<file path="src/rtl/pulse_burst_scheduler_pkg.sv">
// Shared definitions for the pulse burst scheduler: FSM state encoding.
package pulse_burst_scheduler_pkg;

  typedef enum logic [1:0] {
    ST_IDLE = 2'd0,
    ST_HIGH = 2'd1,
    ST_LOW  = 2'd2,
    ST_DONE = 2'd3
  } state_t;

endpackage

</file>
<file path="src/rtl/pulse_burst_scheduler_rr_arbiter.sv">
// Combinational round-robin arbiter: the search starts at the requester after
// the one-hot `last` pointer. It produces a one-hot winner, or zero if none.
module rr_arbiter #(
  parameter int N_REQ = 4
) (
  input  logic [N_REQ-1:0] req,
  input  logic [N_REQ-1:0] last,
  output logic [N_REQ-1:0] winner
);

  int   last_idx;
  logic found;

  always_comb begin
    winner   = '0;
    last_idx = 0;
    found    = 1'b0;
    for (int j = 0; j < N_REQ; j++) begin
      if (last[j]) last_idx = j;
    end
    // Offsets 1..N_REQ visit every requester once, ending with last itself.
    for (int off = 1; off <= N_REQ; off++) begin
      for (int j = 0; j < N_REQ; j++) begin
        if (!found && req[j] && (j == ((last_idx + off) % N_REQ))) begin
          winner[j] = 1'b1;
          found     = 1'b1;
        end
      end
    end
  end

endmodule

</file>
<file path="src/rtl/pulse_burst_scheduler.sv">
// Shares one pulse-train output among N_REQ requesters. A round-robin grant is
// followed by a burst of `count` pulses with the widths latched at grant time.
import pulse_burst_scheduler_pkg::*;

module pulse_burst_scheduler #(
  parameter int N_REQ = 4,
  parameter int CNT_W = 4,
  parameter int WID_W = 3
) (
  input  logic                   clock,
  input  logic                   reset,
  input  logic [N_REQ-1:0]       req,
  input  logic [N_REQ*CNT_W-1:0] count,
  input  logic [WID_W-1:0]       width_hi,
  input  logic [WID_W-1:0]       width_lo,
  output logic [N_REQ-1:0]       grant,
  output logic                   busy,
  output logic                   signal,
  output logic [N_REQ-1:0]       done
);

  localparam logic [CNT_W-1:0] CNT_ONE = CNT_W'(1);
  localparam logic [WID_W-1:0] WID_ONE = WID_W'(1);
  // The last-winner pointer resets to the top requester, giving requester 0
  // highest priority.
  localparam logic [N_REQ-1:0] LAST_RST = {1'b1, {(N_REQ-1){1'b0}}};

  state_t           state_reg, state_next;
  logic [WID_W-1:0] phase_reg, phase_next;
  logic [WID_W-1:0] wh_reg, wh_next;
  logic [WID_W-1:0] wl_reg, wl_next;
  logic [CNT_W-1:0] remaining_reg, remaining_next;
  logic [N_REQ-1:0] grant_reg, grant_next;
  logic [N_REQ-1:0] last_reg, last_next;
  logic [N_REQ-1:0] done_reg, done_next;
  logic             signal_reg, signal_next;
  logic [N_REQ-1:0] winner;
  logic [CNT_W-1:0] sel_count;

  rr_arbiter #(.N_REQ(N_REQ)) u_arb (
    .req    (req),
    .last   (last_reg),
    .winner (winner)
  );

  always_ff @(posedge clock) begin
    if (!reset) begin
      state_reg     <= ST_IDLE;
      phase_reg     <= '0;
      wh_reg        <= '0;
      wl_reg        <= '0;
      remaining_reg <= '0;
      grant_reg     <= '0;
      last_reg      <= LAST_RST;
      done_reg      <= '0;
      signal_reg    <= 1'b0;
    end else begin
      state_reg     <= state_next;
      phase_reg     <= phase_next;
      wh_reg        <= wh_next;
      wl_reg        <= wl_next;
      remaining_reg <= remaining_next;
      grant_reg     <= grant_next;
      last_reg      <= last_next;
      done_reg      <= done_next;
      signal_reg    <= signal_next;
    end
  end

  always_comb begin
    state_next     = state_reg;
    phase_next     = phase_reg;
    wh_next        = wh_reg;
    wl_next        = wl_reg;
    remaining_next = remaining_reg;
    grant_next     = grant_reg;
    last_next      = last_reg;
    done_next      = '0;
    signal_next    = signal_reg;
    sel_count      = '0;
    for (int j = 0; j < N_REQ; j++) begin
      if (winner[j]) sel_count = sel_count | count[j*CNT_W +: CNT_W];
    end

    // Outputs are computed from the next state so they change on the same
    // edge as the state they describe.
    unique case (state_reg)
      ST_IDLE: begin
        if (|req) begin
          grant_next     = winner;
          remaining_next = sel_count;
          wh_next        = width_hi;
          wl_next        = width_lo;
          phase_next     = width_hi;
          if (sel_count != '0) begin
            state_next  = ST_HIGH;
            signal_next = 1'b1;
          end else begin
            state_next = ST_DONE;
            done_next  = winner;
          end
        end
      end
      ST_HIGH: begin
        if (phase_reg == '0) begin
          state_next  = ST_LOW;
          phase_next  = wl_reg;
          signal_next = 1'b0;
        end else begin
          phase_next = phase_reg - WID_ONE;
        end
      end
      ST_LOW: begin
        if (phase_reg == '0) begin
          remaining_next = remaining_reg - CNT_ONE;
          if (remaining_reg == CNT_ONE) begin
            state_next = ST_DONE;
            done_next  = grant_reg;
          end else begin
            state_next  = ST_HIGH;
            phase_next  = wh_reg;
            signal_next = 1'b1;
          end
        end else begin
          phase_next = phase_reg - WID_ONE;
        end
      end
      ST_DONE: begin
        state_next  = ST_IDLE;
        last_next   = grant_reg;
        grant_next  = '0;
        signal_next = 1'b0;
      end
      default: state_next = ST_IDLE;
    endcase
  end

  assign grant  = grant_reg;
  assign busy   = |grant_reg;
  assign signal = signal_reg;
  assign done   = done_reg;

endmodule

</file>
<file path="config.mk">
export PLATFORM = sky130hd
export DESIGN_NAME = pulse_burst_scheduler
export DESIGN_NICKNAME = d
export VERILOG_FILES = /design/src/rtl/pulse_burst_scheduler_pkg.sv /design/src/rtl/pulse_burst_scheduler_rr_arbiter.sv /design/src/rtl/pulse_burst_scheduler.sv
export SDC_FILE = /design/constraint.sdc
export NUM_CORES = 1
export LEC_CHECK = 0
export BUFFER_PORTS_ARGS = -buffer_cell sky130_fd_sc_hd__buf_2
export CELL_PAD_IN_SITES_DETAIL_PLACEMENT = 0
export CELL_PAD_IN_SITES_GLOBAL_PLACEMENT = 2
export CORE_ASPECT_RATIO = 1.2
export CORE_MARGIN = 2
export CORE_UTILIZATION = 35
export CTS_BUF_LIST = sky130_fd_sc_hd__clkbuf_4
export CTS_CLUSTER_DIAMETER = 150
export CTS_CLUSTER_SIZE = 40
export DETAILED_ROUTE_END_ITERATION = 16
export PLACE_DENSITY = 0.93
export REMOVE_ABC_BUFFERS = 1
export SYNTH_ARGS = -nofsm -noshare
export SYNTH_HDL_FRONTEND = slang
export SYNTH_SLANG_ARGS = --single-unit
</file>
<file path="constraint.sdc">
create_clock -name clock -period 3.35 [get_ports clock]
set_clock_uncertainty 0.2 [all_clocks]
set_input_delay 0.67 -clock clock [delete_from_list [all_inputs] [get_ports clock]]
set_output_delay 0.67 -clock clock [all_outputs]
set_load 0.03 [all_outputs]
</file>
# After elaboration in Yosys (flattened, before gate mapping)
# Cells that the tools add are included.
# classes
n_mux,64
eq_ne,22
n_addsub,6
n_bitwise,7
reduce_logical,68
# ops
cell,count
logical NOT 32 bit,4
adder 32 x 3 -> 32 bit (second input constant),2
two-way mux 32 bit,2
two-way mux 4 bit,11
two-way mux 1 bit,36
adder 32 x 2 -> 32 bit (second input constant),1
adder 32 x 4 -> 32 bit (second input constant),1
logical AND 1 bit,31
== test 3 bit (first input constant),8
one-hot mux 4 bit (2 select lines),3
logical NOT 1 bit,15
== test 2 x 3 -> 1 bit (first input constant),4
two-way mux 3 bit,4
bitwise OR 4 bit,3
two-way mux 2 bit,5
!= test 2 bit (second input constant),5
one-hot mux 3 bit (3 select lines),1
AND reduction 3 bit,3
one-hot mux 2 bit (4 select lines),1
OR reduction 2 bit,4
OR reduction 4 bit,2
AND reduction 5 bit,1
bitwise AND 1 bit,4
== test 2 bit (second input constant),2
12 further kinds,14
# word_totals
out_inout_bits,10
register_bits,28
elab_cells,176
input_bits,28

# Longest topological paths before layout
# Gate-level depths: netlist of run 1.
# logic_depth
ltp_word,74
depth_mapped,9
mapped_depth_nobuf,9

# Modules after synthesis
# A second synthesis of run 1 with hierarchy kept.
# unflattened
cells_unflattened,210
hier_area_um2,1803.0
# modules_own_cells
module,cells_per_inst,n_inst,area_each_um2,seq_area_each_um2
pulse_burst_scheduler,181,1,1614.0,560.5
rr_arbiter,29,1,188.9,0.0

# Least setup slack after synthesis of run 1
# OpenSTA, ideal clock, no wires.
# synth_timing
path_type,input -> register
start,input port req[3]
end,register signal_reg (netlist: signal)
path_buffers,1
setup_slack_ps,944
t_required_ps,3078
arrival_time_ps,2134
path_stages,8
setup_ps,72
cell_sequence,a211oi_2 -> nand4_1 -> a31oi_4 -> a221oi_2 -> and4_1 -> buf_4 -> a21oi_2 -> mux2i_1
# synth_via
elab_chain_len,55
elab_cells_between_ends,75
cone_classes,2 x eq/ne; 29 x mux; 3 x bitwise; 41 x reduce/logical
# synth_lines
element,line,text
start: declaration,pulse_burst_scheduler.sv:12,"input logic [N_REQ-1:0] req,"
logical AND 1 bit (2 in series),pulse_burst_scheduler_rr_arbiter.sv:24,if (!found && req[j] && (j == ((last_idx + off) % N_REQ))) begin
two-way mux 1 bit,pulse_burst_scheduler_rr_arbiter.sv:24,
logical NOT 1 bit,pulse_burst_scheduler_rr_arbiter.sv:24,
logical AND 1 bit (2 in series),pulse_burst_scheduler_rr_arbiter.sv:24,
two-way mux 1 bit,pulse_burst_scheduler_rr_arbiter.sv:24,
logical NOT 1 bit,pulse_burst_scheduler_rr_arbiter.sv:24,
logical AND 1 bit (2 in series),pulse_burst_scheduler_rr_arbiter.sv:24,
two-way mux 1 bit,pulse_burst_scheduler_rr_arbiter.sv:24,
[... 35 more ...],-,
two-way mux 1 bit,pulse_burst_scheduler_rr_arbiter.sv:24,
logical NOT 1 bit,pulse_burst_scheduler_rr_arbiter.sv:24,
logical AND 1 bit (2 in series),pulse_burst_scheduler_rr_arbiter.sv:24,
two-way mux 1 bit,pulse_burst_scheduler_rr_arbiter.sv:24,
two-way mux 4 bit,pulse_burst_scheduler.sv:82,if (winner[j]) sel_count = sel_count | count[j*CNT_W +: CNT_W];
nonzero test 4 bit,pulse_burst_scheduler.sv:95,if (sel_count != '0) begin
!= test 2 bit (no line),-,
AND reduction 5 bit (no line) (*),-,
end signal: assignment,pulse_burst_scheduler.sv:66,signal_reg <= signal_next;
end: declaration,pulse_burst_scheduler.sv:36,"logic signal_reg, signal_next;"
# Every way passes the cells marked *; elsewhere a longest branch is shown, timed or not.
# A chain may end at the register's enable or synchronous reset.

# Worst setup path after layout of run 1
# layout_timing
start,register last_reg[1]
end,register signal_reg (netlist: signal)
# layout_via
elab_chain_len,73
elab_cells_between_ends,117
cone_classes,4 x add/sub; 13 x eq/ne; 37 x mux; 7 x bitwise; 56 x reduce/logical
# layout_lines
element,line,text
start: declaration,pulse_burst_scheduler.sv:34,"logic [N_REQ-1:0] last_reg, last_next;"
start signal: assignment,pulse_burst_scheduler.sv:64,last_reg <= last_next;
two-way mux 1 bit (*),pulse_burst_scheduler_rr_arbiter.sv:19,if (last[j]) last_idx = j;
two-way mux 32 bit (*) (2 in series),pulse_burst_scheduler_rr_arbiter.sv:19,
adder 32 x 2 -> 32 bit,pulse_burst_scheduler_rr_arbiter.sv:24,
OR reduction 2 bit (no line),-,
bitwise AND 1 bit (no line),-,
logical NOT 32 bit,pulse_burst_scheduler_rr_arbiter.sv:24,
logical AND 1 bit,pulse_burst_scheduler_rr_arbiter.sv:24,
two-way mux 1 bit,pulse_burst_scheduler_rr_arbiter.sv:24,
[... 55 more ...],-,
two-way mux 1 bit,pulse_burst_scheduler_rr_arbiter.sv:24,
logical NOT 1 bit,pulse_burst_scheduler_rr_arbiter.sv:24,
logical AND 1 bit (2 in series),pulse_burst_scheduler_rr_arbiter.sv:24,
two-way mux 1 bit,pulse_burst_scheduler_rr_arbiter.sv:24,
two-way mux 4 bit (*),pulse_burst_scheduler.sv:82,
nonzero test 4 bit (*),pulse_burst_scheduler.sv:95,
!= test 2 bit (no line) (*),-,
AND reduction 5 bit (no line) (*),-,
# Marks and branches as above.

==> metrics.md, run 1 <==
| Metric | Value |
|---|---|
| Status | `finished clean` |
| DRC violations left | `0` |
| Area delta synth->final | `13.6%` |
| Post-route minimum period | `2580 ps` |
| DIE AREA | `0.00585 sq mm` |
| Post-CTS sizing | `0` |
| Max incr delay on CP | `460 ps` |
| Pwr Total | `1.50 mW` |
| Area contributors post-synth | `dfxtp_1, nand2_1, ha_1, mux2i_1, o21ai_0` |
| Fin nets | `299` |
| Yosys top cell by area | `dfxtp_1` |
| CTS sink count | `27` |
| Bufs and invs on worst path | `0` |
| Primary FF master, synth | `dfxtp_1` |
| DRT Pass-1 Iters | `4` |
| WHS Path Cells | `2` |
| Critical-path cell list | `nor2b_1, mux2i_1, o21ai_0, a221oi_2, and4_1, a21oi_2, mux2i_1` |
| Worst VDD drop | `0.209 mV` |
| Post-synth top area share | `0.294` |
| Hold_ws | `274 ps` |
| Wire per inst | `14.7 um` |
| Final Hold Fails | `0` |
| CTS Buffer Depth | `2` |
| WP data arrival | `2620 ps` |
| CP endpoint kind | `flop` |
| Ant diodes | `0` |
| Most used cell, CP | `mux2i_1` |
| R2r setup slk | `770 ps` |
| Avg Inst Size Synth | `8.00 sq um` |
| Grt ovf | `0` |
| Worst reg2reg path depth | `7` |
| Clk root buf | `clkbuf_4` |
| Yosys warns | `0` |
| Max-cap violation count | `0` |
| Rel. slew slack | `0.583` |
| Slew @ Worst Pin | `621 ps` |
| CP top delay family | `simple AND/OR/NAND/NOR gates` |
| Seq/Total Area, Yosys | `0.294` |
| Pwr Density | `718 mW/mm^2` |
| Port Buffer Count | `37` |
| Area of the core | `0.00501 sq mm` |
| Initial antenna violation count | `0` |
| Hold path endpoint | `wh_reg[0]` |
| Clock Latency Late Sink | `320 ps` |
| Slowest stage cell on the critical path | `dfxtp_1` |
| TritonCTS clock tree | `yes` |
| Mapped Cells | `230` |
| Number of nets with antenna violations after routing | `0` |
| Filler instances | `536` |
| Distinct cells, synth | `45` |
| Post-CTS Hold Buffers | `0` |
| FF+latch count, synth | `27` |
| Reg-to-Reg End | `signal` |
| Num rows | `28` |
| Placed insts | `318` |
| Post-synth EDFFs | `0` |
| Postcts setup bufs | `0` |
| Slew Viols, Final | `0` |
| Clock slew at reported path FFs | `150 ps` |
| Footprint of the multi-input gates | `0.00119 sq mm` |
| Gpl congestion | `0.854` |
| Hold Startpoint | `wh_reg[0]` |
| Number of cells on the critical path | `7` |
| Routed WL | `4720 um` |
| Reg area | `541 sq um` |
| Critical Path Source Type | `flop` |
| Post-Syn Area | `0.00184 sq mm` |
| CTS HTree Levels | `1` |
| CP Data Required Time | `3390 ps` |
| Layout Cells excl Fill | `322` |
| Die boundary width | `70.2 um` |
| Vias per cell | `5.44` |
| Highest clock rate | `387 MHz` |
| Hold Crit Class | `flop to flop` |
| Share of cells above drive strength 1 | `0.206` |
| Post-Route Setup TNS | `0 ps` |
| Critical Setup Path Class | `flop to flop` |
| Total track usage | `0.164` |
| Final setup viols | `0` |
| I/O pin count | `38` |
| Largest net degree at the start of global routing | `26` |
| Worst-path fanout max | `6` |
| Starting Density | `0.367` |
| Via count | `1752` |
| DP HPWL | `3620 um` |
| RSZ-0062 raised after global routing | `false` |
| Post-layout util | `0.417` |
| Die Span Y | `83.4 um` |
| Reg2Reg Launch Point | `last_reg[1]` |
| Leakage | `0.867 nW` |
| Asr flop ratio synth | `0` |
| CTS Buf Count | `3` |
| First DRT Iteration DRCs | `83` |
| Tcrit/Tclk final | `0.771` |
| Global-route wire length before repair | `8000 um` |
| Vias in the first global route | `1726` |
where the power goes:
part	internal (mW)	total (mW)	switching (mW)
sequential	0.410	0.486	0.0761
clock	0.0456	0.147	0.101
combinational	0.331	0.867	0.536
final cells by class:
type / instances / area share
Clock buffer: 3 / 0.0108
Clock inverter: 1 / 0.00359
Inverter: 17 / 0.0305
Multi-Input combinational cell: 176 / 0.568
Sequential cell: 27 / 0.259
Tap cell: 60 / 0.0359
Timing Repair Buffer: 38 / 0.0922
through the flow:
stage                     worst slack (ps)  instance area [sq um]
after floorplan                       1000                   1790
after global placement                 681                   2060
after detailed placement               636                   2060
after CTS                              787                   2090
after global routing                   492                   2090
final                                  766                   2090
layout by cell type, fill, tap and decap left out, types with 2 or more instances in the layout:
cell      Yosys  final
nor3_1        6      6
a32oi_1       2      2
o21ai_1       4      4
o211a_1       2      2
o22ai_1       2      2
nand2b_1      5      5
nand3_1       2      2
ha_1          8      8
nand2_1      30     30
a21boi_0      7      7
buf_2         2     37
and2_1        6      6
a221oi_2      4      4
o211ai_1      7      7
mux2i_1       9      9
inv_1        16     16
nor4b_1       2      2
clkbuf_4      0      3
nor2_1       14     14
o221ai_1      4      4
dfxtp_1      27     27
a22oi_1       8      8
a21oi_1       7      7
nor2b_1      12     12
o21ai_0      16     16
a211oi_2      2      2
worst reg2reg max path, stage by stage, from the launching register on:
cell and delay [ps]:
dfxtp_1 460, nor2b_1 360, mux2i_1 380, o21ai_0 180, a221oi_2 320, and4_1 370, a21oi_2 90, mux2i_1 130
worst max-delay path by stage:
stage | slack [ps] | startpoint | to
3_5_place_dp | 640 | req[1] | signal
3_3_place_gp | 680 | req[1] | signal
4_1_cts | 790 | last_reg[1] | signal
2_1_floorplan | 1000 | req[3] | signal
5_1_grt | 490 | last_reg[1] | done[0]
6_report | 770 | last_reg[1] | signal
metal layers:
| metal | track usage | up-vias | part of all wire |
|---|---|---|---|
| met5 | 0 | - | 0 |
| met4 | 0.0542 | 0 | 0.012 |
| met3 | 0.0182 | 4 | 0.043 |
| met2 | 0.279 | 48 | 0.47 |
| met1 | 0.213 | 803 | 0.48 |
| li1 | - | 897 | - |
kinds of logic (layout without fill, tap and decap cells):
kind of cell | after synthesis | count (layout) | synth area share
simple gates | 85 | 85 | 0.232
compound gates | 74 | 74 | 0.310
flops | 27 | 27 | 0.294
buf+inv | 27 | 59 | 0.0605
mux | 9 | 9 | 0.0490
fa+ha+maj | 8 | 8 | 0.0544
cell usage after synthesis (4+ instances only):
| master | count |
|---|---|
| nor2b_1 | 12 |
| o21ai_1 | 4 |
| o21ai_0 | 16 |
| clkbuf_1 | 6 |
| nand2b_1 | 5 |
| nor3_1 | 6 |
| a221oi_2 | 4 |
| ha_1 | 8 |
| a21oi_1 | 7 |
| inv_1 | 16 |
| o221ai_1 | 4 |
| nand2_1 | 30 |
| mux2i_1 | 9 |
| a21boi_0 | 7 |
| dfxtp_1 | 27 |
| and2_1 | 6 |
| nor2_1 | 14 |
| o211ai_1 | 7 |
| a22oi_1 | 8 |
No activity file was read; power rests on OpenSTA's default activity.
==> run 2, diff against run 1 <==
--- a/config.mk
+++ b/config.mk
@@ -5,17 +5,18 @@
 export SDC_FILE = /design/constraint.sdc
 export NUM_CORES = 1
 export LEC_CHECK = 0
+export ABC_AREA = 1
 export BUFFER_PORTS_ARGS = -buffer_cell sky130_fd_sc_hd__buf_2
 export CELL_PAD_IN_SITES_DETAIL_PLACEMENT = 0
 export CELL_PAD_IN_SITES_GLOBAL_PLACEMENT = 2
 export CORE_ASPECT_RATIO = 1.2
 export CORE_MARGIN = 2
-export CORE_UTILIZATION = 35
+export CORE_UTILIZATION = 30
 export CTS_BUF_LIST = sky130_fd_sc_hd__clkbuf_4
 export CTS_CLUSTER_DIAMETER = 150
 export CTS_CLUSTER_SIZE = 40
 export DETAILED_ROUTE_END_ITERATION = 16
-export PLACE_DENSITY = 0.93
+export PLACE_DENSITY = 0.88
 export REMOVE_ABC_BUFFERS = 1
 export SYNTH_ARGS = -nofsm -noshare
 export SYNTH_HDL_FRONTEND = slang
==> constraint.sdc (replaced) <==
create_clock -name clock -period 2.4 [get_ports clock]
set_clock_uncertainty 0.2 [all_clocks]
set_input_delay 0.48 -clock clock [delete_from_list [all_inputs] [get_ports clock]]
set_output_delay 0.48 -clock clock [all_outputs]
set_load 0.03 [all_outputs]
==> metrics.md, run 2 <==
| Metric | Value |
|---|---|
| Post-Route Setup TNS | `-302 ps (-302 ps)` |
| Post-Syn Area | `0.00179 sq mm (-2.6%)` |
| Fin nets | `390 (+30%)` |
| Slew Viols, Final | `0 (unchanged)` |
| Sw power | `1.09 mW (+53%)` |
| GR Util met2 | `0.298 (+0.0189)` |
| PnR worst setup slack | `-77.6 ps (-844 ps)` |
| Distinct cells, synth | `31 (-31%)` |
| Hold_ws | `156 ps (-117 ps)` |
| Clock Latency Late Sink | `330 ps (about the same)` |
| Via count | `2029 (+16%)` |
| Primary FF master, synth | `dfxtp_1` |
| Pwr Density | `901 mW/mm^2 (+26%)` |
| Post-route minimum period | `2480 ps (-106 ps)` |
| RSZ-0062 raised after global routing | `true` |
| WP data arrival | `2520 ps (-100 ps)` |
| Wire per inst | `12.3 um (-16%)` |
| Post-synth EDFFs | `0 (unchanged)` |
| Hold Crit Class | `input port to flop` |
| Initial antenna violation count | `0 (unchanged)` |
| Met1 usage | `0.215 (+0.00174)` |
| Filler instances | `624 (+16%)` |
| Slew @ Worst Pin | `620 ps (-0.851 ps)` |
| Tcrit/Tclk final | `1.03 (+0.261)` |
| DRT Pass-1 Iters | `4 (unchanged)` |
| Yosys top cell by area | `dfxtp_1` |
| Starting Density | `0.314 (-0.0531)` |
| Critical Path Source Type | `flop` |
| Worst-path fanout max | `5 (-1)` |
| Post-synth top cells | `nand2_1, nor2_1, dfxtp_1, inv_1, o21ai_0` |
| CTS HTree Levels | `1 (unchanged)` |
| Mapped Cells | `272 (+18%)` |
| Vias per cell | `4.69 (-14%)` |
| Vias in the first global route | `1968 (+14%)` |
| Highest clock rate | `404 MHz (+4.3%)` |
| Global route hottest layer | `met2` |
| Seq/Total Area, Yosys | `0.302 (+0.00780)` |
| Status | `finished with violations` |
| Most frequent cells in the layout | `nand2_1, buf_4, buf_2, dfxtp_1` |
| Power share of the clock group | `0.090 (-0.008)` |
| Reg area | `552 sq um (+2.1%)` |
| Rel. slew slack | `0.583 (about the same)` |
| CTS sink count | `27 (unchanged)` |
| Ant diodes | `0 (unchanged)` |
| DRC violations left | `0 (unchanged)` |
| Global-route wire length before repair | `8830 um (+10%)` |
| CTS Buffer Depth | `2 (unchanged)` |
| Die boundary width | `74.5 um (+6.2%)` |
| Clk root buf | `clkbuf_4` |
| Max-cap violation count | `0 (unchanged)` |
| Switching share of power | `0.470 (-0.00578)` |
| TritonCTS clock tree | `yes` |
| First DRT Iteration DRCs | `113 (+36%)` |
| CTS Buf Count | `3 (unchanged)` |
| Share of cells above drive strength 1 | `0.402 (+0.196)` |
| I/O pin count | `38 (unchanged)` |
| Avg Inst Size Synth | `6.59 sq um (-18%)` |
| DP HPWL | `4010 um (+11%)` |
| Area contributors post-synth | `dfxtp_1, nand2_1, o21ai_0, nor2_1, a21oi_1` |
| Number of nets with antenna violations after routing | `0 (unchanged)` |
| Num rows | `30 (+7.1%)` |
| Final setup viols | `5 (+5)` |
| Area delta synth->final | `44.3%` |
| Post-layout util | `0.453 (+0.0360)` |
| Most common cell after layout, fill and taps aside | `nand2_1` |
| Yosys warns | `0 (unchanged)` |
| Post-synth top area share | `0.302 (+0.00780)` |
| Leakage | `1.20 nW (+38%)` |
| Grt ovf | `0 (unchanged)` |
| Critical Setup Path Class | `flop to flop` |
| Total track usage | `0.168 (+0.00438)` |
| Clock slew at reported path FFs | `160 ps (about the same)` |
| Final Hold Fails | `0 (unchanged)` |
| Largest net degree at the start of global routing | `18 (-31%)` |
| CP Data Required Time | `2450 ps (-940 ps)` |
| Gpl congestion | `0.890 (+4.2%)` |
| R2r setup slk | `-80 ps (-840 ps)` |
| Footprint of the multi-input gates | `0.00125 sq mm (+5.7%)` |
| Die Span Y | `88.7 um (+6.3%)` |
| Routed WL | `5350 um (+13%)` |
| DIE AREA | `0.00661 sq mm (+13%)` |
| Combinational power share | `0.613 (+0.035)` |
| Top-count cell post-synth | `nand2_1` |
| Asr flop ratio synth | `0 (unchanged)` |
| Power Internal | `1.24 mW (+57%)` |
| CP endpoint kind | `flop` |
| Area of the core | `0.00571 sq mm (+14%)` |
| Port Buffer Count | `37 (unchanged)` |
| Met3 global-route usage | `0.0251 (+0.00685)` |
| Worst VDD drop | `0.397 mV (+90%)` |
| Seq pwr share | `0.297 (-0.027)` |
| Pwr Total | `2.33 mW (+55%)` |
| Failing checks | `negative setup slack` |
| FF+latch count, synth | `27 (unchanged)` |
run 2: cell type report:
type / count / area share
multi-input combinational: 209 / 0.485
sequential: 27 / 0.213
timing repair buffer: 82 / 0.204
inverter: 31 / 0.0470
tap: 80 / 0.0387
clock buffer: 3 / 0.00871
clock inverter: 1 / 0.00290
run 2: final timing paths:
kind                          from               end  cells past startpoint
hold / removal         width_lo[1]         wl_reg[1]                      3
hold reg to reg   remaining_reg[3]  remaining_reg[3]                      2
setup reg to reg       last_reg[3]            signal                     15
setup / recovery       last_reg[3]            signal                     15
run 2: power by group through the flow:
stage / clock, mW / sequential [mW] / combinational [mW]
6_report: 0.209 / 0.693 / 1.43
3_5_place_dp: 0 / 0.693 / 1.32
3_3_place_gp: 0 / 0.694 / 1.31
5_1_grt: 0.239 / 0.711 / 1.62
4_1_cts: 0.224 / 0.690 / 1.36
2_1_floorplan: 0 / 0.712 / 0.817
run 2: cells by family (layout without fill, tap and decap cells):
family                   Yosys count  after routing  synth area share
flip-flops                        27             27             0.302
AO/OA/AOI/OAI                     57             57             0.176
buffers and inverters             36            117            0.0838
AND/OR/NAND/NOR                  143            143             0.378
adder cells (fa/ha/maj)            8              8            0.0559
XOR/XNOR                           1              1           0.00489
run 2: metal layers:
layer,share of wire,vias to the layer above,routed length [um]
met5,0,-,0
met4,0.012,0,63
met3,0.039,6,210
met2,0.51,48,2700
met1,0.44,906,2370
li1,-,1069,-
run 2: repair_timing:
| item | in CTS | in global routing |
|---|---|---|
| buffers inserted | 3 | 11 |
| resized for setup | 23 | 27 |
| endpoints found under the setup margin | 10 | 13 |
| hold buffers | 0 | 0 |
| pin swaps | 16 | 27 |
run 2: worst max-delay path: stages, from the launching register on:
cell,delay (ps)
dfxtp_4,400
buf_4,140
nor3_4,180
nand2_2,120
nand4_4,120
nor3_2,50
nor3b_2,260
nand2_2,130
nand2_1,70
nand2_1,60
nor2_2,140
nand2_2,80
nor2_4,160
nand2_2,100
a21oi_2,120
nor2_1,50
run 2: through the flow:
step / worst slack [ps] / instance area (sq um) / instances
6_report: -77.6 / 2580 / 433
5_1_grt: -259 / 2580 / 433
4_1_cts: -87.5 / 2400 / 422
3_5_place_dp: -246 / 2280 / 415
3_3_place_gp: -263 / 2280 / 415
2_1_floorplan: 135 / 1760 / 267
==> run 3, diff against run 2 <==
--- a/config.mk
+++ b/config.mk
@@ -11,12 +11,11 @@
 export CELL_PAD_IN_SITES_GLOBAL_PLACEMENT = 2
 export CORE_ASPECT_RATIO = 1.2
 export CORE_MARGIN = 2
-export CORE_UTILIZATION = 30
-export CTS_BUF_LIST = sky130_fd_sc_hd__clkbuf_4
+export CORE_UTILIZATION = 29
 export CTS_CLUSTER_DIAMETER = 150
 export CTS_CLUSTER_SIZE = 40
 export DETAILED_ROUTE_END_ITERATION = 16
-export PLACE_DENSITY = 0.88
+export PLACE_DENSITY = 0.85
 export REMOVE_ABC_BUFFERS = 1
 export SYNTH_ARGS = -nofsm -noshare
 export SYNTH_HDL_FRONTEND = slang
==> metrics.md, run 3 (synthesized netlist as in run 2, its figures left out) <==
| Metric | Value |
|---|---|
| CTS sink count | `27 (unchanged)` |
| Fin nets | `373 (-4.4%)` |
| First DRT Iteration DRCs | `35 (-69%)` |
| Pwr Total | `2.27 mW (-2.6%)` |
| Status | `finished clean` |
| Slew @ Worst Pin | `575 ps (-45.5 ps)` |
| Post-Route Setup TNS | `0 ps (+302 ps)` |
| Wire per inst | `11.6 um (-6.3%)` |
| Most common cell after layout, fill and taps aside | `nand2_1` |
| Vias in the first global route | `1845 (-6.3%)` |
| Max-cap violation count | `0 (unchanged)` |
| Initial antenna violation count | `0 (unchanged)` |
| Die Span Y | `90.1 um (+1.6%)` |
| Via count | `1935 (-4.6%)` |
| Global-route wire length before repair | `8050 um (-8.8%)` |
| Clock slew at reported path FFs | `90 ps (-70 ps)` |
| Rel. slew slack | `0.614 (+0.0306)` |
| Largest net degree at the start of global routing | `18 (unchanged)` |
| CP Data Required Time | `2370 ps (-80 ps)` |
| Number of nets with antenna violations after routing | `0 (unchanged)` |
| DP HPWL | `3900 um (-2.7%)` |
| RSZ-0062 raised after global routing | `true` |
| Pwr Density | `947 mW/mm^2 (+5.1%)` |
| Vias per cell | `4.63 (-1.2%)` |
| Tcrit/Tclk final | `0.983 (-0.0492)` |
| Most frequent cells in the layout | `nand2_1, buf_2, buf_4, inv_1, dfxtp_1` |
| Critical Setup Path Class | `flop to flop` |
| Area delta synth->final | `33.7%` |
| Leakage | `1.13 nW (-6.2%)` |
| Highest clock rate | `424 MHz (+5.0%)` |
| Critical Path Source Type | `flop` |
| DIE AREA | `0.00683 sq mm (+3.3%)` |
| I/O pin count | `38 (unchanged)` |
| Grt ovf | `0 (unchanged)` |
| PnR worst setup slack | `40.4 ps (+118 ps)` |
| Routed WL | `4840 um (-9.5%)` |
| CP endpoint kind | `flop` |
| Slew Viols, Final | `0 (unchanged)` |
| Gpl congestion | `0.836 (-6.0%)` |
| Clk root buf | `clkbuf_8` |
| Clock Latency Late Sink | `270 ps (-60 ps)` |
| DRC violations left | `0 (unchanged)` |
| Final setup viols | `0 (-5)` |
| Share of cells above drive strength 1 | `0.351 (-0.0511)` |
| Worst VDD drop | `0.397 mV (+0.11%)` |
| Ant diodes | `0 (unchanged)` |
| Total track usage | `0.148 (-0.0201)` |
| WP data arrival | `2330 ps (-190 ps)` |
| Die boundary width | `75.8 um (+1.6%)` |
| Worst-path fanout max | `5 (unchanged)` |
| DRT Pass-1 Iters | `4 (unchanged)` |
| Post-route minimum period | `2360 ps (-118 ps)` |
| Num rows | `31 (+3.3%)` |
| CTS HTree Levels | `1 (unchanged)` |
| Area of the core | `0.00601 sq mm (+5.4%)` |
| Port Buffer Count | `37 (unchanged)` |
| TritonCTS clock tree | `yes` |
| CTS Buf Count | `3 (unchanged)` |
| CTS Buffer Depth | `2 (unchanged)` |
| Post-CTS Hold Buffers | `0 (unchanged)` |
| Setup slack at placement | `-198 ps (+48.4 ps)` |
| Starting Density | `0.298 (-0.0160)` |
| Hold Crit Class | `input port to flop` |
| Final Hold Fails | `0 (unchanged)` |
run 3: cell count changes in the layout (fill, tap and decap cells not counted), sizes merged:
cell      before  now
clkinvlp       1    0
buf           82   65
clkbuf         3    4
run 3: power by group:
group	leakage, nW	switching [mW]	internal, mW
Combinational	0.879	0.805	0.516
Sequential	0.224	0.103	0.586
Clock	0.0228	0.140	0.119
Total	1.13	1.05	1.22
run 3: timing repair:
action	in CTS	in global routing
resized for setup	12	21
setup buffers	0	2
setup endpoints to repair	8	13
pin swaps	2	6
endpoints found under the hold margin	0	0
run 3: per-stage QoR:
stage / hold WS (ps) / area (sq um) / cells / util
after global placement: 277 / 2240 / 412 / 0.373
after global routing: 233 / 2400 / 418 / 0.399
after CTS: 230 / 2320 / 416 / 0.386
after floorplan: 259 / 1760 / 267 / -
after detailed placement: 277 / 2240 / 412 / 0.373
final: 228 / 2400 / 418 / 0.399
run 3: cell type report:
cell class | count | area [sq um]
fill | 662 | 3620
multi-input combinational | 209 | 1180
sequential | 27 | 552
timing repair buffer | 65 | 395
inverter | 31 | 116
tap | 82 | 103
clock buffer | 4 | 45.0
run 3: worst paths after layout:
| path | startpoint | endpoint | slack, ps | cells past startpoint |
|---|---|---|---|---|
| setup / recovery | last_reg[2] | signal | 40 | 18 |
| hold reg to reg | remaining_reg[1] | remaining_reg[1] | 290 | 2 |
| hold / removal | width_lo[2] | wl_reg[2] | 230 | 3 |
| setup reg to reg | last_reg[2] | signal | 40 | 18 |
run 3: critical path, cell delays in order, from the launching register on:
cell and delay, ps:
dfxtp_4 380, inv_2 50, nor2_4 100, inv_2 80, nor2_8 100, inv_2 50, nand4_1 110, o21ai_0 100
o21bai_1 180, inv_2 70, nand2_2 70, nand2_1 60, nand2_1 60, nor2_2 140, nand2_2 80, nor2_4 180
nand2_2 100, a21oi_2 120, nor2_1 50
run 3: per-layer routing:
metal,part of all wire,up-vias,track usage
li1,-,1029,-
met1,0.44,855,0.187
met2,0.49,44,0.252
met3,0.045,7,0.0146
met4,0.016,0,0.0512
met5,0,-,0
